--- src/rtl/mem_arbiter.sv ---
// -----------------------------------------------------------------------------
// mem_arbiter
//
// Shares one memory request/response port between the instruction fetch unit
// (IFU) and the load/store unit (LSU). Each requester issues a one-cycle
// reqValid pulse and later receives a one-cycle respValid pulse. Requests are
// latched into one pending slot per requester. An FSM grants one slot at a
// time, drives the memory handshake and routes the response back to the
// requester that owns the transaction. Only one memory transaction is
// outstanding at any time.
//
// Optional feature:
//   MEM_ARB_RR_EN  defined   -> round-robin arbitration on a tie (IFU wins
//                               the first tie after reset)
//                  undefined -> fixed priority, LSU wins every tie
//
// Ports:
//   clock, reset                   clock and asynchronous active-high reset
//   ifu_reqValid, ifu_addr         fetch request pulse and address
//   ifu_respValid, ifu_rdata       fetch response pulse and data
//   lsu_reqValid, lsu_wen,         load/store request pulse and fields
//   lsu_addr, lsu_wdata, lsu_wmask
//   lsu_respValid, lsu_rdata       load/store response pulse and data
//   mem_reqValid, mem_reqReady     memory request handshake
//   mem_wen, mem_addr,             issued request fields (registered)
//   mem_wdata, mem_wmask
//   mem_respValid, mem_rdata       memory response pulse and data
//   busy                           a transaction is pending or in flight
// -----------------------------------------------------------------------------
module mem_arbiter #(
    parameter int ADDR_W = 32,
    parameter int DATA_W = 32
) (
    input  logic                  clock,
    input  logic                  reset,
    input  logic                  ifu_reqValid,
    input  logic [ADDR_W-1:0]     ifu_addr,
    output logic                  ifu_respValid,
    output logic [DATA_W-1:0]     ifu_rdata,
    input  logic                  lsu_reqValid,
    input  logic                  lsu_wen,
    input  logic [ADDR_W-1:0]     lsu_addr,
    input  logic [DATA_W-1:0]     lsu_wdata,
    input  logic [DATA_W/8-1:0]   lsu_wmask,
    output logic                  lsu_respValid,
    output logic [DATA_W-1:0]     lsu_rdata,
    output logic                  mem_reqValid,
    input  logic                  mem_reqReady,
    output logic                  mem_wen,
    output logic [ADDR_W-1:0]     mem_addr,
    output logic [DATA_W-1:0]     mem_wdata,
    output logic [DATA_W/8-1:0]   mem_wmask,
    input  logic                  mem_respValid,
    input  logic [DATA_W-1:0]     mem_rdata,
    output logic                  busy
);

    localparam int MASK_W = DATA_W / 8;

    typedef enum logic [1:0] {
        IDLE = 2'd0,
        REQ  = 2'd1,
        WAIT = 2'd2
    } state_t;

    // Owner / grant encoding
    localparam logic OWN_IFU = 1'b0;
    localparam logic OWN_LSU = 1'b1;

    state_t              state_reg;
    logic                owner_reg;

    logic                ifu_pend_reg;
    logic [ADDR_W-1:0]   ifu_pend_addr_reg;

    logic                lsu_pend_reg;
    logic                lsu_pend_wen_reg;
    logic [ADDR_W-1:0]   lsu_pend_addr_reg;
    logic [DATA_W-1:0]   lsu_pend_wdata_reg;
    logic [MASK_W-1:0]   lsu_pend_wmask_reg;

`ifdef MEM_ARB_RR_EN
    logic                last_grant_reg;
`endif

    logic ifu_in_flight;
    logic lsu_in_flight;
    logic ifu_capture;
    logic lsu_capture;
    logic grant_lsu;
    logic do_grant;

    // A requester's own transaction is in flight from grant until the
    // response returns; a new pulse during that window is dropped.
    assign ifu_in_flight = (state_reg != IDLE) && (owner_reg == OWN_IFU);
    assign lsu_in_flight = (state_reg != IDLE) && (owner_reg == OWN_LSU);

    assign ifu_capture = ifu_reqValid && !ifu_pend_reg && !ifu_in_flight;
    assign lsu_capture = lsu_reqValid && !lsu_pend_reg && !lsu_in_flight;

    assign do_grant = (state_reg == IDLE) && (ifu_pend_reg || lsu_pend_reg);

    // Winner selection: only meaningful when do_grant is high.
    always_comb begin
        grant_lsu = lsu_pend_reg;
        if (ifu_pend_reg && lsu_pend_reg) begin
`ifdef MEM_ARB_RR_EN
            // The requester that did not get the previous grant wins a tie.
            grant_lsu = (last_grant_reg == OWN_IFU);
`else
            grant_lsu = 1'b1;
`endif
        end
    end

    always_ff @(posedge clock or posedge reset) begin
        if (reset) begin
            state_reg          <= IDLE;
            owner_reg          <= OWN_IFU;
            ifu_pend_reg       <= 1'b0;
            ifu_pend_addr_reg  <= '0;
            lsu_pend_reg       <= 1'b0;
            lsu_pend_wen_reg   <= 1'b0;
            lsu_pend_addr_reg  <= '0;
            lsu_pend_wdata_reg <= '0;
            lsu_pend_wmask_reg <= '0;
            mem_reqValid       <= 1'b0;
            mem_wen            <= 1'b0;
            mem_addr           <= '0;
            mem_wdata          <= '0;
            mem_wmask          <= '0;
`ifdef MEM_ARB_RR_EN
            last_grant_reg     <= OWN_LSU;
`endif
        end else begin
            // Pending slots. A capture can never coincide with the grant of
            // the same slot, because a pending slot ignores new pulses.
            if (ifu_capture) begin
                ifu_pend_reg      <= 1'b1;
                ifu_pend_addr_reg <= ifu_addr;
            end else if (do_grant && !grant_lsu) begin
                ifu_pend_reg      <= 1'b0;
            end

            if (lsu_capture) begin
                lsu_pend_reg       <= 1'b1;
                lsu_pend_wen_reg   <= lsu_wen;
                lsu_pend_addr_reg  <= lsu_addr;
                lsu_pend_wdata_reg <= lsu_wdata;
                lsu_pend_wmask_reg <= lsu_wmask;
            end else if (do_grant && grant_lsu) begin
                lsu_pend_reg       <= 1'b0;
            end

            case (state_reg)
                IDLE: begin
                    if (do_grant) begin
                        state_reg    <= REQ;
                        mem_reqValid <= 1'b1;
                        if (grant_lsu) begin
                            owner_reg <= OWN_LSU;
                            mem_wen   <= lsu_pend_wen_reg;
                            mem_addr  <= lsu_pend_addr_reg;
                            mem_wdata <= lsu_pend_wdata_reg;
                            mem_wmask <= lsu_pend_wmask_reg;
                        end else begin
                            // Fetches are always reads with no write payload.
                            owner_reg <= OWN_IFU;
                            mem_wen   <= 1'b0;
                            mem_addr  <= ifu_pend_addr_reg;
                            mem_wdata <= '0;
                            mem_wmask <= '0;
                        end
`ifdef MEM_ARB_RR_EN
                        last_grant_reg <= grant_lsu ? OWN_LSU : OWN_IFU;
`endif
                    end
                end
                REQ: begin
                    // Fields stay frozen until the memory accepts.
                    if (mem_reqReady) begin
                        state_reg    <= WAIT;
                        mem_reqValid <= 1'b0;
                    end
                end
                WAIT: begin
                    if (mem_respValid) begin
                        state_reg <= IDLE;
                    end
                end
                default: begin
                    state_reg    <= IDLE;
                    mem_reqValid <= 1'b0;
                end
            endcase
        end
    end

    // Responses are forwarded in the same cycle as mem_respValid; a response
    // outside WAIT is a stray and is dropped.
    assign ifu_respValid = (state_reg == WAIT) && mem_respValid && (owner_reg == OWN_IFU);
    assign lsu_respValid = (state_reg == WAIT) && mem_respValid && (owner_reg == OWN_LSU);

    assign ifu_rdata = ifu_respValid ? mem_rdata : '0;
    assign lsu_rdata = lsu_respValid ? mem_rdata : '0;

    assign busy = (state_reg != IDLE) || ifu_pend_reg || lsu_pend_reg;

endmodule

--- config.mk ---
export PLATFORM = sky130hd
export DESIGN_NAME = mem_arbiter
export DESIGN_NICKNAME = d
export VERILOG_FILES = /design/src/rtl/mem_arbiter.sv
export SDC_FILE = /design/constraint.sdc
export NUM_CORES = 1
export LEC_CHECK = 0
export ABC_CLOCK_PERIOD_IN_PS = 8450
export CORE_MARGIN = 1.5
export CORE_UTILIZATION = 48
export CTS_CLUSTER_SIZE = 30
export DETAILED_ROUTE_END_ITERATION = 7
export HOLD_SLACK_MARGIN = 0.05
export PLACE_DENSITY = 0.86
export SLEW_MARGIN = 10
export SYNTH_ARGS = -nofsm -noshare
export SYNTH_HDL_FRONTEND = slang
export SYNTH_SLANG_ARGS = --single-unit
--- constraint.sdc ---
create_clock -name clock -period 8.45 [get_ports clock]
set_input_delay 1.2675 -clock clock [delete_from_list [all_inputs] [get_ports clock]]
set_output_delay 1.2675 -clock clock [all_outputs]
set_load 0.1 [all_outputs]
==> impl_metrics.csv <==
group,metric,value,unit
floorplanning,die_h,126,um
sta,min_period,5.29,ns
clock_tree,hold_buffers,0,
clock_tree,insertion_delay,0.42,ns
synth,async_flop_share,100,%
synth,yosysSeqAreaShare,61.0,%
clock_tree,h-tree-depth,4,
route,drtIter0Drc,351,
synth,synth_area_leaders,"dfrtp_1, mux2_2, and2_1",
outcome,status,"finished, final reports clean",
sta,finalHoldViolations,0,
sta,finalSetupViolations,0,
clock_tree,cts_made_buffers,17,
worst_setup_path,crit_path_end_kind,"primary output",
power,sw_frac_of_total,48.2,%
min_path,hold-path-cell-count,1,
floorplanning,start_util,49.5,%
min_path,hp-class,"reg2reg",
route,wl_per_cell,21.6,um
clock_tree,clk_pin_slew,0.06,ns
clock_tree,cts_root_buffer,"clkbuf_16",
flow_run,maxCapViolCount,0,
grt,grt_max_degree,99,
worst_setup_path,r2r_cells,5,
sta,fmax,0.189,GHz
power,p_int,0.00262,W
worst_setup_path,critPathKind,"in2out",
synth,yosysWarnings,0,
placed_design,pre_cts_ws,2.93,ns
clock_tree,cts_setup_buffers,0,
synth,yosys_register_bits,176,
placed_design,routabilityCongestion,0.992,
route,routed_wl,20900,um
clock_tree,cts_tree,"done",
sta,period_share,62.7,%
worst_setup_path,r2r-start,"state_reg[0]",
synth,synthTopCellsByCount,"dfrtp_1, mux2_2, and2_1",
min_path,hp-start,"lsu_pend_addr_reg[2]",
worst_setup_path,reg2reg_to,"lsu_pend_wdata_reg[6]",
synth,avgSynthCellArea,14.2,um2
floorplanning,row_count,44,
route,routed_via_density,5.54,
grt,met3_usage,8.75,%
power,ir_drop,0.365,mV
synth,ys_types,25,
worst_setup_path,cp-start-kind,"input port",
sta,rsz0062_at_grt,"false",
sta,tightest_slew,1.14,ns
grt,grt-ovfl-total,0,
final_layout,layout.nets,908,
synth,synth_top_cell_by_area,"dfrtp_1",
power,p_sw,0.00244,W
route,dr_total_vias,5352,
route,drc,0,
synth,ys.flop_type,"dfrtp_1",
floorplanning,coreArea,0.0146,mm2
grt,grt_use_met1,35.2,%
sta,slew_viol_final,0,
synth,syn-instance-count,510,
sta,skew,0.00939,ns
worst_setup_path,worstPathArrival,4.03,ns
route,dr.pass1.iters,5,
power,pwr-share-comb,54.2,%
grt,grt-busiest-layer,"met2",
worst_setup_path,r2r_slack,5.62,ns
floorplanning,die_w,126,um
final_layout,syn2layout_area_growth,48.5,%
clock_tree,cts_sinks,176,
floorplanning,die_area,0.0158,mm2
grt,grt_pass1_vias,5667,
synth,synth.most_common_cell,"dfrtp_1",
synth,synth_top_area_share,61.0,%
power,power_density,472,mW/mm2
sta,layout_setup_ws,3.16,ns
power,p_leak,4.44,nW
grt,antenna_found_initial,1,
grt,grt_pass1_wl,32500,um
final_layout,num_antenna_cells,0,
worst_setup_path,path_max_fanout,33,
placed_design,dp_hpwl,14100,um
power,seqPwrFrac,29.7,%
min_path,worstHoldEndpoint,"lsu_pend_addr_reg[2]",
sta,max_slew_margin,23.9,%
synth,syn_area,0.00722,mm2
placed_design,numPortBuffers,275,
grt,grtUsageTotal,26.8,%
clock_tree,ctsLongestPathBuffers,2,
sta,holdWs,0.494,ns
grt,use_met2,42.8,%
power,clkPwrFrac,16.1,%
route,drt.antenna.violating_nets,0,
synth,syn-num-nets,649,
final_layout,drive_above_1_share,18.2,%
clock_tree,post_cts_resized,0,
sta,finalSetupTns,0,ns
worst_setup_path,required,7.18,ns
floorplanning,ioPinCount,276,
synth,synth_edf_count,0,
## cells by family after synthesis
| group | Yosys count | synth area share, % |
|---|---|---|
| and+or+nand+nor | 112 | 10.7 |
| AOI/OAI and AO/OA | 78 | 9.85 |
| DFF | 176 | 61.0 |
| buffers and inverters | 43 | 2.70 |
| muxes | 101 | 15.8 |
## routing by layer
layer	share of wire [%]	vias up
met5	0.072	-
met4	1.4	2
met3	7.4	25
met2	49	191
met1	42	2752
li1	-	2382
## worst max path at each step
stage	from	endpoint	slack, ns
final	mem_respValid	ifu_rdata[30]	3.16
after global routing	mem_respValid	ifu_rdata[6]	3.07
after CTS	mem_respValid	ifu_rdata[6]	2.93
after detailed placement	mem_respValid	ifu_rdata[6]	2.93
after global placement	mem_respValid	ifu_rdata[12]	3.17
after floorplan	reset	ifu_pend_addr_reg[0]	2.41
## final cells by class
| class | instances | area (um2) |
|---|---|---|
| Clock buffer | 20 | 457 |
| Fill cell | 926 | 3870 |
| Inverter | 1 | 8.76 |
| Timing Repair Buffer | 282 | 2810 |
| Tap cell | 184 | 230 |
| Clock inverter | 12 | 158 |
| Multi-Input combinational cell | 291 | 2650 |
| Sequential cell | 176 | 4400 |
## through the flow
step           utilization, %  cells  area [um2]  power, W
2_1_floorplan               -    510        7220   0.00355
3_3_place_gp             69.2    934       10100   0.00417
3_5_place_dp             69.2    934       10100   0.00425
4_1_cts                  73.4    966       10700   0.00509
5_1_grt                  73.4    966       10700   0.00526
6_report                 73.4    966       10700   0.00506
## cells in the final DEF (no fill, tap or decap), types with 5 or more instances in the layout
cell	instances
buf_4	7
nand2_1	5
clkdlybuf4s50_1	275
clkbuf_16	17
mux2_2	96
and2_1	64
mux2_1	5
nor4b_1	32
dfrtp_1	176
a22o_1	37
a221o_1	32
## power by group through the flow
stage	combinational [W]	clock [W]	sequential (W)
2_1_floorplan	0.00107	0	0.00248
3_3_place_gp	0.00269	0	0.00148
3_5_place_dp	0.00275	0	0.00151
4_1_cts	0.00276	0.000828	0.00150
5_1_grt	0.00285	0.000863	0.00155
6_report	0.00274	0.000815	0.00150
## worst max-delay path, cell delays in order
cell	delay, ns
clkdlybuf4s50_1	0.50
nor3b_4	0.85
and2_1	0.25
clkdlybuf4s50_1	1.15
Note: power is estimated with default switching activity, not from simulation.
